[src/rtl/if_id_buffer.sv]
// IF/ID pipeline buffer: a 2-entry FIFO between fetch and decode.
// The head entry is decoded combinationally into the instruction fields.
module if_id_buffer (
  input  logic        clk,
  input  logic        rst,
  input  logic        in_valid,
  output logic        in_ready,
  input  logic [31:0] in_instr,
  input  logic [31:0] in_pc,
  input  logic        flush,
  output logic        out_valid,
  input  logic        out_ready,
  output logic [5:0]  out_opcode,
  output logic [4:0]  out_rs,
  output logic [4:0]  out_rt,
  output logic [4:0]  out_rd,
  output logic [4:0]  out_shamt,
  output logic [5:0]  out_funct,
  output logic [15:0] out_imm16,
  output logic [31:0] out_pc_plus4,
  output logic        out_is_nop
);

  logic [1:0]  count_r;
  logic [31:0] head_instr_r;
  logic [31:0] head_pc_r;
  logic [31:0] tail_instr_r;
  logic [31:0] tail_pc_r;
  logic        push_s;
  logic        pop_s;

  // Handshake: in_ready is held low during reset and never looks at out_ready.
  always_comb begin
    in_ready  = 1'b0;
    out_valid = 1'b0;
    if (rst) begin
      in_ready  = 1'b0;
      out_valid = 1'b0;
    end else begin
      in_ready  = (count_r != 2'd2) && !flush;
      out_valid = (count_r != 2'd0);
    end
    push_s = in_valid && in_ready;
    pop_s  = out_valid && out_ready;
  end

  // FIFO state: flush overrides any push or pop in the same cycle.
  always_ff @(posedge clk or posedge rst) begin
    if (rst) begin
      count_r      <= 2'd0;
      head_instr_r <= 32'h0000_0000;
      head_pc_r    <= 32'h0000_0000;
      tail_instr_r <= 32'h0000_0000;
      tail_pc_r    <= 32'h0000_0000;
    end else if (flush) begin
      count_r <= 2'd0;
    end else begin
      case (count_r)
        2'd0: begin
          if (push_s) begin
            head_instr_r <= in_instr;
            head_pc_r    <= in_pc;
            count_r      <= 2'd1;
          end
        end
        2'd1: begin
          // Simultaneous push and pop replaces the head directly.
          if (push_s && pop_s) begin
            head_instr_r <= in_instr;
            head_pc_r    <= in_pc;
          end else if (push_s) begin
            tail_instr_r <= in_instr;
            tail_pc_r    <= in_pc;
            count_r      <= 2'd2;
          end else if (pop_s) begin
            count_r <= 2'd0;
          end
        end
        2'd2: begin
          if (pop_s) begin
            head_instr_r <= tail_instr_r;
            head_pc_r    <= tail_pc_r;
            count_r      <= 2'd1;
          end
        end
        default: begin
          count_r <= 2'd0;
        end
      endcase
    end
  end

  // Field decode of the head entry.
  always_comb begin
    out_opcode   = head_instr_r[31:26];
    out_rs       = head_instr_r[25:21];
    out_rt       = head_instr_r[20:16];
    out_rd       = head_instr_r[15:11];
    out_shamt    = head_instr_r[10:6];
    out_funct    = head_instr_r[5:0];
    out_imm16    = head_instr_r[15:0];
    out_pc_plus4 = head_pc_r + 32'd4;
    out_is_nop   = (head_instr_r == 32'h0000_0000);
  end

endmodule

[config.mk]
export PLATFORM = sky130hd
export DESIGN_NAME = if_id_buffer
export DESIGN_NICKNAME = d
export VERILOG_FILES = /design/src/rtl/if_id_buffer.sv
export SDC_FILE = /design/constraint.sdc
export NUM_CORES = 1
export LEC_CHECK = 0
export ABC_AREA = 1
export CAP_MARGIN = 20
export CORE_MARGIN = 2
export CORE_UTILIZATION = 49
export CTS_CLUSTER_SIZE = 24
export DETAILED_ROUTE_END_ITERATION = 8
export GPL_ROUTABILITY_DRIVEN = 0
export MAX_ROUTING_LAYER = met4
export PLACE_DENSITY = 0.78
export SLEW_MARGIN = 20
export SYNTH_ARGS = -nofsm -noshare
export SYNTH_HDL_FRONTEND = slang
export SYNTH_SLANG_ARGS = --single-unit
[constraint.sdc]
create_clock -name clk -period 10.6 [get_ports clk]
set_input_delay 1.59 -clock clk [delete_from_list [all_inputs] [get_ports clk]]
set_output_delay 1.59 -clock clk [all_outputs]
set_load 0.005 [all_outputs]
==> metrics, run 1 <==
status completed; slowest stage delay, CP roughly 0.53 ns; Die X-Extent around 120 um; max-cap violations 0; fin nets 1,042; PwrDens between 200 and 250 nW/um^2; Setup TNS 0 ns; share of the synthesized area in the top cell type a little under half; Mean Syn Cell Area approximately 8.0 um^2; Worst Reg-to-Reg Cells 9; Hold Buf Count CTS 0; Post-Synth Simple-Gate Area between 20% and 30%; post-synth top area cell dfrtp_1; Area growth syn-to-layout 28.64%; First-pass DRT Iterations 5; Gate Count Post-Synth around 860; xor and xnor area share after synthesis around 2.3%; FF-to-FF End head_instr_r[25]; final worst setup slack a little over 6 ns; Post-synth EDFFs 0; Slew Limit Fails 0; adder-cell share of the synthesized area less than 1%; postcts setup bufs 0; Via Count around 5,800; Worst Setup Path Type primary input to output pin; Most used DFF post-synth dfrtp_1; Crit path top cell by count clkdlybuf4s50_1; CP max-delay cell clkdlybuf4s50_1; post-synthesis compound-gate area fraction around 17%; clk slew on worst S/H paths about 0.050 ns; clk sinks 130; Die Span Y about 120 um; post-detail-place hpwl around 11,000 um; Mapped Nets 927; Clock Skews roughly 0.0070 ns; Max IR drop VDD 0.1472 mV; Worst Max-Slew Pin Slew roughly 0.84 ns; Yosys reg bits 130; Synth warnings 0; clock latency at the later pin of the worst-skew pair between 0.4 and 0.5 ns; ant diodes 0; Routed wire per std cell approximately 13 um; first-pass GRT wire length 25,630 um; CORE AREA between 10,000 and 15,000 um^2; io pins about 150; largest family of logic cells by synthesized area simple AND/OR/NAND/NOR gates; port bufs roughly 150; reg2reg setup slack roughly 7.5 ns; Synth area leaders dfrtp_1, nand2_1, o21ai_2; CTS Buf Count 17; setup slack at placement roughly 6.1 ns; Root Driver clkbuf_16; FMAX approximately 220 MHz; via density per instance just under 5; crit start category primary input; largest net degree at the start of global routing 130; overall power about 2.2 mW; GR Overflow Total 0; remaining antenna violation count 0; Die ar. between 10,000 and 15,000 um^2; CTS tree done; Seq/Total Area, Yosys between 40% and 50%; share of cells above drive strength 1 9.553%; Final Hold Viols 0; DRC viols 0; start of the worst register-to-register path count_r[0]; hold depth 2; Setup crit start rst; Final setup viols 0; Initial DRC Count roughly 440; Leak ~4.3 nW; CP Capture Type output pin; worst-path fanout max 4; CP required approximately 9 ns; crit-path cells clkdlybuf4s50_1 -> nor2_1 -> nand2_1 -> inv_1 -> clkdlybuf4s50_1; mux contribution to synthesized area 0%; min Tclk post-route 4.532 ns; count leader, synth nand2_1; Post-synth ARST share 100.0%; RSZ-0062 raised after global routing no; GRT Total Usage between 20% and 30%; CTS H-tree depth 4; Routed WL between 15,000 and 20,000 um; clock buffer depth 2; vias in the first global route between 5,000 and 6,000; post-CTS sizing 0; arrival time at the worst endpoint 2.94 ns; initial antenna violation count 0; fin crit share ~43%; top post-synthesis cells by count nand2_1, dfrtp_1, inv_1; initial core utilization between 40 and 50%; Max transition margin roughly 44%; crit path to in_ready; min-delay src tail_pc_r[3]; Hold Crit Class register to register; post-synth cell types 26; mapped cell area 6833 um^2; FP Rows 43
cell families (layout without fill, tap and decap cells):
logic type | Yosys count | count (layout)
AOI/OAI and AO/OA | 194 | 194
xor gates and xnor gates | 18 | 18
adders and majority gates | 1 | 1
buffers and inverters | 152 | 279
DFF | 130 | 130
and+or+nand+nor | 362 | 362
worst min path at each step:
stage,slack [ns],end
final,0.47,tail_pc_r[3]
after floorplan,0.45,tail_pc_r[19]
after detailed placement,0.46,tail_pc_r[3]
after CTS,0.48,tail_pc_r[3]
after global routing,0.49,tail_instr_r[11]
after global placement,0.46,tail_pc_r[11]
sequential cells by signal (all words and copies together), names as in the netlist:
signal / flops
tail_instr_r: 32
count_r: 2
tail_pc_r: 32
head_instr_r: 32
head_pc_r: 32
critical path: cells and delay by family:
kind	cells	cell delay, ns
buffers and inverters	3	1.08
and+or+nand+nor	2	0.27
cells in the final DEF, fill, tap and decap left out, types with 10 or more instances in the layout:
master and n:
nand2_1 274, clkdlybuf4s50_1 151, dfrtp_1 130, inv_1 90, o21ai_1 73, o21ai_0 69
o21ai_2 51, nor2_1 41, clkbuf_16 17, xor2_1 14, nor3_1 11, nand3_1 10
area by class of cell:
| cell class | instances | area (um^2) |
|---|---|---|
| fillers | 1235 | 4984 |
| flip-flops and latches | 130 | 3253 |
| multi-input cells | 575 | 2830 |
| repair buffers | 156 | 1573 |
| clock buffers | 20 | 446.7 |
| inverters | 92 | 347.8 |
| well taps | 180 | 225.2 |
| clock inverters | 11 | 113.9 |
per-layer routing:
| layer | vias to the layer above | track usage (%) | share of wire, % |
|---|---|---|---|
| li1 | 2953 | - | - |
| met1 | 2662 | 28.08 | 43 |
| met2 | 145 | 36.94 | 50 |
| met3 | 25 | 5.290 | 5.0 |
| met4 | 0 | 7.687 | 1.9 |
| met5 | - | - | 0 |
through the flow:
stage	area (um^2)	util, %	std cells	hold WS, ns
3_5_place_dp	8198	59.52	1132	0.4613
5_1_grt	8790	63.82	1164	0.4852
4_1_cts	8758	63.59	1163	0.4751
3_3_place_gp	8198	59.52	1132	0.4574
6_report	8790	63.82	1164	0.4728
2_1_floorplan	6833	-	857	0.4479
power by group:
group	leakage, nW	total [mW]	internal (mW)	switching, mW
clock	0.275	0.557	0.348	0.209
combinational	2.34	0.740	0.433	0.307
sequential	1.65	0.899	0.716	0.184
total	4.26	2.20	1.50	0.700
(Power assumes the default switching activity.)
==> run 2: changes to the inputs <==
--- a/config.mk
+++ b/config.mk
@@ -8,12 +8,12 @@
 export ABC_AREA = 1
 export CAP_MARGIN = 20
 export CORE_MARGIN = 2
-export CORE_UTILIZATION = 49
+export CORE_UTILIZATION = 46
 export CTS_CLUSTER_SIZE = 24
 export DETAILED_ROUTE_END_ITERATION = 8
 export GPL_ROUTABILITY_DRIVEN = 0
 export MAX_ROUTING_LAYER = met4
-export PLACE_DENSITY = 0.78
+export PLACE_DENSITY = 0.77
 export SLEW_MARGIN = 20
 export SYNTH_ARGS = -nofsm -noshare
 export SYNTH_HDL_FRONTEND = slang
==> constraint.sdc (replaced) <==
create_clock -name clk -period 3.8 [get_ports clk]
set_input_delay 0.57 -clock clk [delete_from_list [all_inputs] [get_ports clk]]
set_output_delay 0.57 -clock clk [all_outputs]
set_load 0.005 [all_outputs]
==> run 2 against run 1 <==
Compared with the run above:
- worst hold slack got worse by 0.0020 ns
- routed wire length rose by 0.50%
- via count fell by 0.35%
- sequential power rose to 2.8 times the previous value
- setup slack got worse by 5.2 ns
- register-to-register slack got worse by 5.6 ns
- design area rose by 0.97%
- sequential share of layout area fell by 0.35 points
- critical endpoint is now out_pc_plus4[18]
- largest cell class unchanged
- largest power group unchanged
==> metrics, run 2 (synthesis results as in run 1) <==
status completed; Die X-Extent 125.9 um (+3.1%); hold depth 2 (unchanged); Max transition margin 46.46% (+2.8 points); initial core utilization 47.01% (-2.6 points); dpl cell area 8264 um^2 (+0.81%); Hold Buf Count CTS 0 (unchanged); Routed WL 15,540 um (+0.50%); max-cap violations 0 (unchanged); GRT Total Usage 21.40% (-1.3 points); fin crit share ~78%; Worst Setup Path Type register to output pin; CP Capture Type output pin; reg2reg setup slack 1.85 ns (-5.61 ns); clock buffer depth 2 (unchanged); first-pass GRT wire length 26,700 um (+4.2%); FP Rows 44 (+2.3%); CP max-delay cell clkdlybuf4s50_1; Die ar. 15,840 um^2 (+6.3%); Final setup viols 0 (unchanged); slowest stage delay, CP 0.51 ns (-0.02 ns); FMAX roughly 340 MHz; Routed wire per std cell 13.27 um (about the same); Final Hold Viols 0 (unchanged); crit-path cells ha_1 -> nand2_1 -> nor2_1 -> nand2_1 -> nor2_1 -> xor2_1 -> clkdlybuf4s50_1; post-detail-place hpwl 10,780 um (+0.79%); Worst Max-Slew Pin Slew 0.8031 ns (-0.04185 ns); port bufs 151 (unchanged); fin nets 1,044 (+0.19%); CTS tree done; Register Area 3253 um^2 (unchanged); share of cells above drive strength 1 9.736% (+0.18 points); initial antenna violation count 1 (+1); Worst Reg-to-Reg Cells 8 (-1); FF-to-FF End head_pc_r[27]; clk sinks 130 (unchanged); Setup TNS 0 ns (unchanged); Clock Skews 0.01051 ns (+0.003559 ns); PwrDens 704.0 nW/um^2 (+180%); CTS H-tree depth 4 (unchanged); Area growth syn-to-layout 29.88%; min-delay src tail_instr_r[8]; Leak 4.297 nW (+0.79%); CP required 3.23 ns (-5.78 ns); vias in the first global route 5,454 (+1.3%); largest net degree at the start of global routing 130 (unchanged); First-pass DRT Iterations 5 (unchanged); remaining antenna violation count 0 (unchanged); postcts setup bufs 0 (unchanged); fill cell count 1,275 (+3.2%); RSZ-0062 raised after global routing no; Slew Limit Fails 0 (unchanged); io pins 152 (unchanged); Post-Layout Inst Area 8875 um^2 (+0.97%); min Tclk post-route about 2.9 ns; arrival time at the worst endpoint 2.38 ns (-0.56 ns); Multi-input gate area 2830 um^2 (unchanged); Die Span Y 125.9 um (+3.1%); Hold Crit Class register to register; clock latency at the later pin of the worst-skew pair 0.42 ns (about the same); Max IR drop VDD 0.3666 mV (+150%); highest-count cells in the layout ignoring fill and taps nand2_1, clkdlybuf4s50_1, dfrtp_1; worst hold path endpoint tail_instr_r[8]; Via Count 5,765 (-0.35%); CORE AREA 14,530 um^2 (+5.5%); start of the worst register-to-register path count_r[0]; crit start category register; post-CTS sizing 0 (unchanged); Root Driver clkbuf_16; CTS Buf Count 17 (unchanged); worst-path fanout max 5 (+1); Initial DRC Count 461 (+3.8%); clk slew on worst S/H paths 0.06 ns (about the same); DRC viols 0 (unchanged); via density per instance 4.923 (-0.94%); GR Overflow Total 0 (unchanged); commonest non-fill, non-tap cell in the layout nand2_1
run 2: worst max-delay path by stage:
stage,start,to,slack (ns)
floorplan,rst,count_r[0],1.62
global placement,rst,head_pc_r[24],1.29
detailed placement,rst,head_pc_r[24],1.26
CTS,head_pc_r[2],out_pc_plus4[30],0.85
global route,head_pc_r[2],out_pc_plus4[18],0.66
finish,head_pc_r[2],out_pc_plus4[18],0.85
run 2: layout make-up:
type | count | share of cell area, %
well taps | 184 | 2.594
clock buffers | 22 | 5.343
diodes | 1 | 0.02820
flip-flops and latches | 130 | 36.66
repair buffers | 158 | 18.09
inverters | 92 | 3.933
multi-input cells | 575 | 31.89
clock inverters | 9 | 1.466
run 2: report_power, final:
part           internal, mW  total, mW  switching [mW]  leakage, nW
Sequential             2.00       2.52           0.521         1.65
Combinational          1.21       2.08           0.865         2.35
Clock                  1.08       1.65           0.575        0.296
run 2: per-stage QoR:
step	setup WS [ns]	power [mW]	hold slack, ns	utilization (%)	cells
5_1_grt	0.6576	6.682	0.4815	61.06	1171
2_1_floorplan	1.621	3.526	0.4479	-	857
6_report	0.8517	6.248	0.4708	61.06	1171
3_5_place_dp	1.259	4.611	0.4615	56.86	1139
3_3_place_gp	1.286	4.540	0.4572	56.86	1139
4_1_cts	0.8451	6.306	0.4746	61.02	1170
run 2: layer usage:
metal | global-route usage, % | vias up | share of wire, %
li1 | - | 2972 | -
met1 | 27.48 | 2608 | 45
met2 | 33.86 | 161 | 48
met3 | 4.460 | 24 | 5.4
met4 | 7.692 | 0 | 2.1
met5 | - | - | 0
run 2: worst max-delay path: cells and delay by family, from the launching register on:
kind                     cells  cell delay (ns)
AND/OR/NAND/NOR              4             0.63
buffers and inverters        1             0.51
adder cells (fa/ha/maj)      1             0.27
XOR/XNOR                     1             0.15
flip-flops                   1             0.40
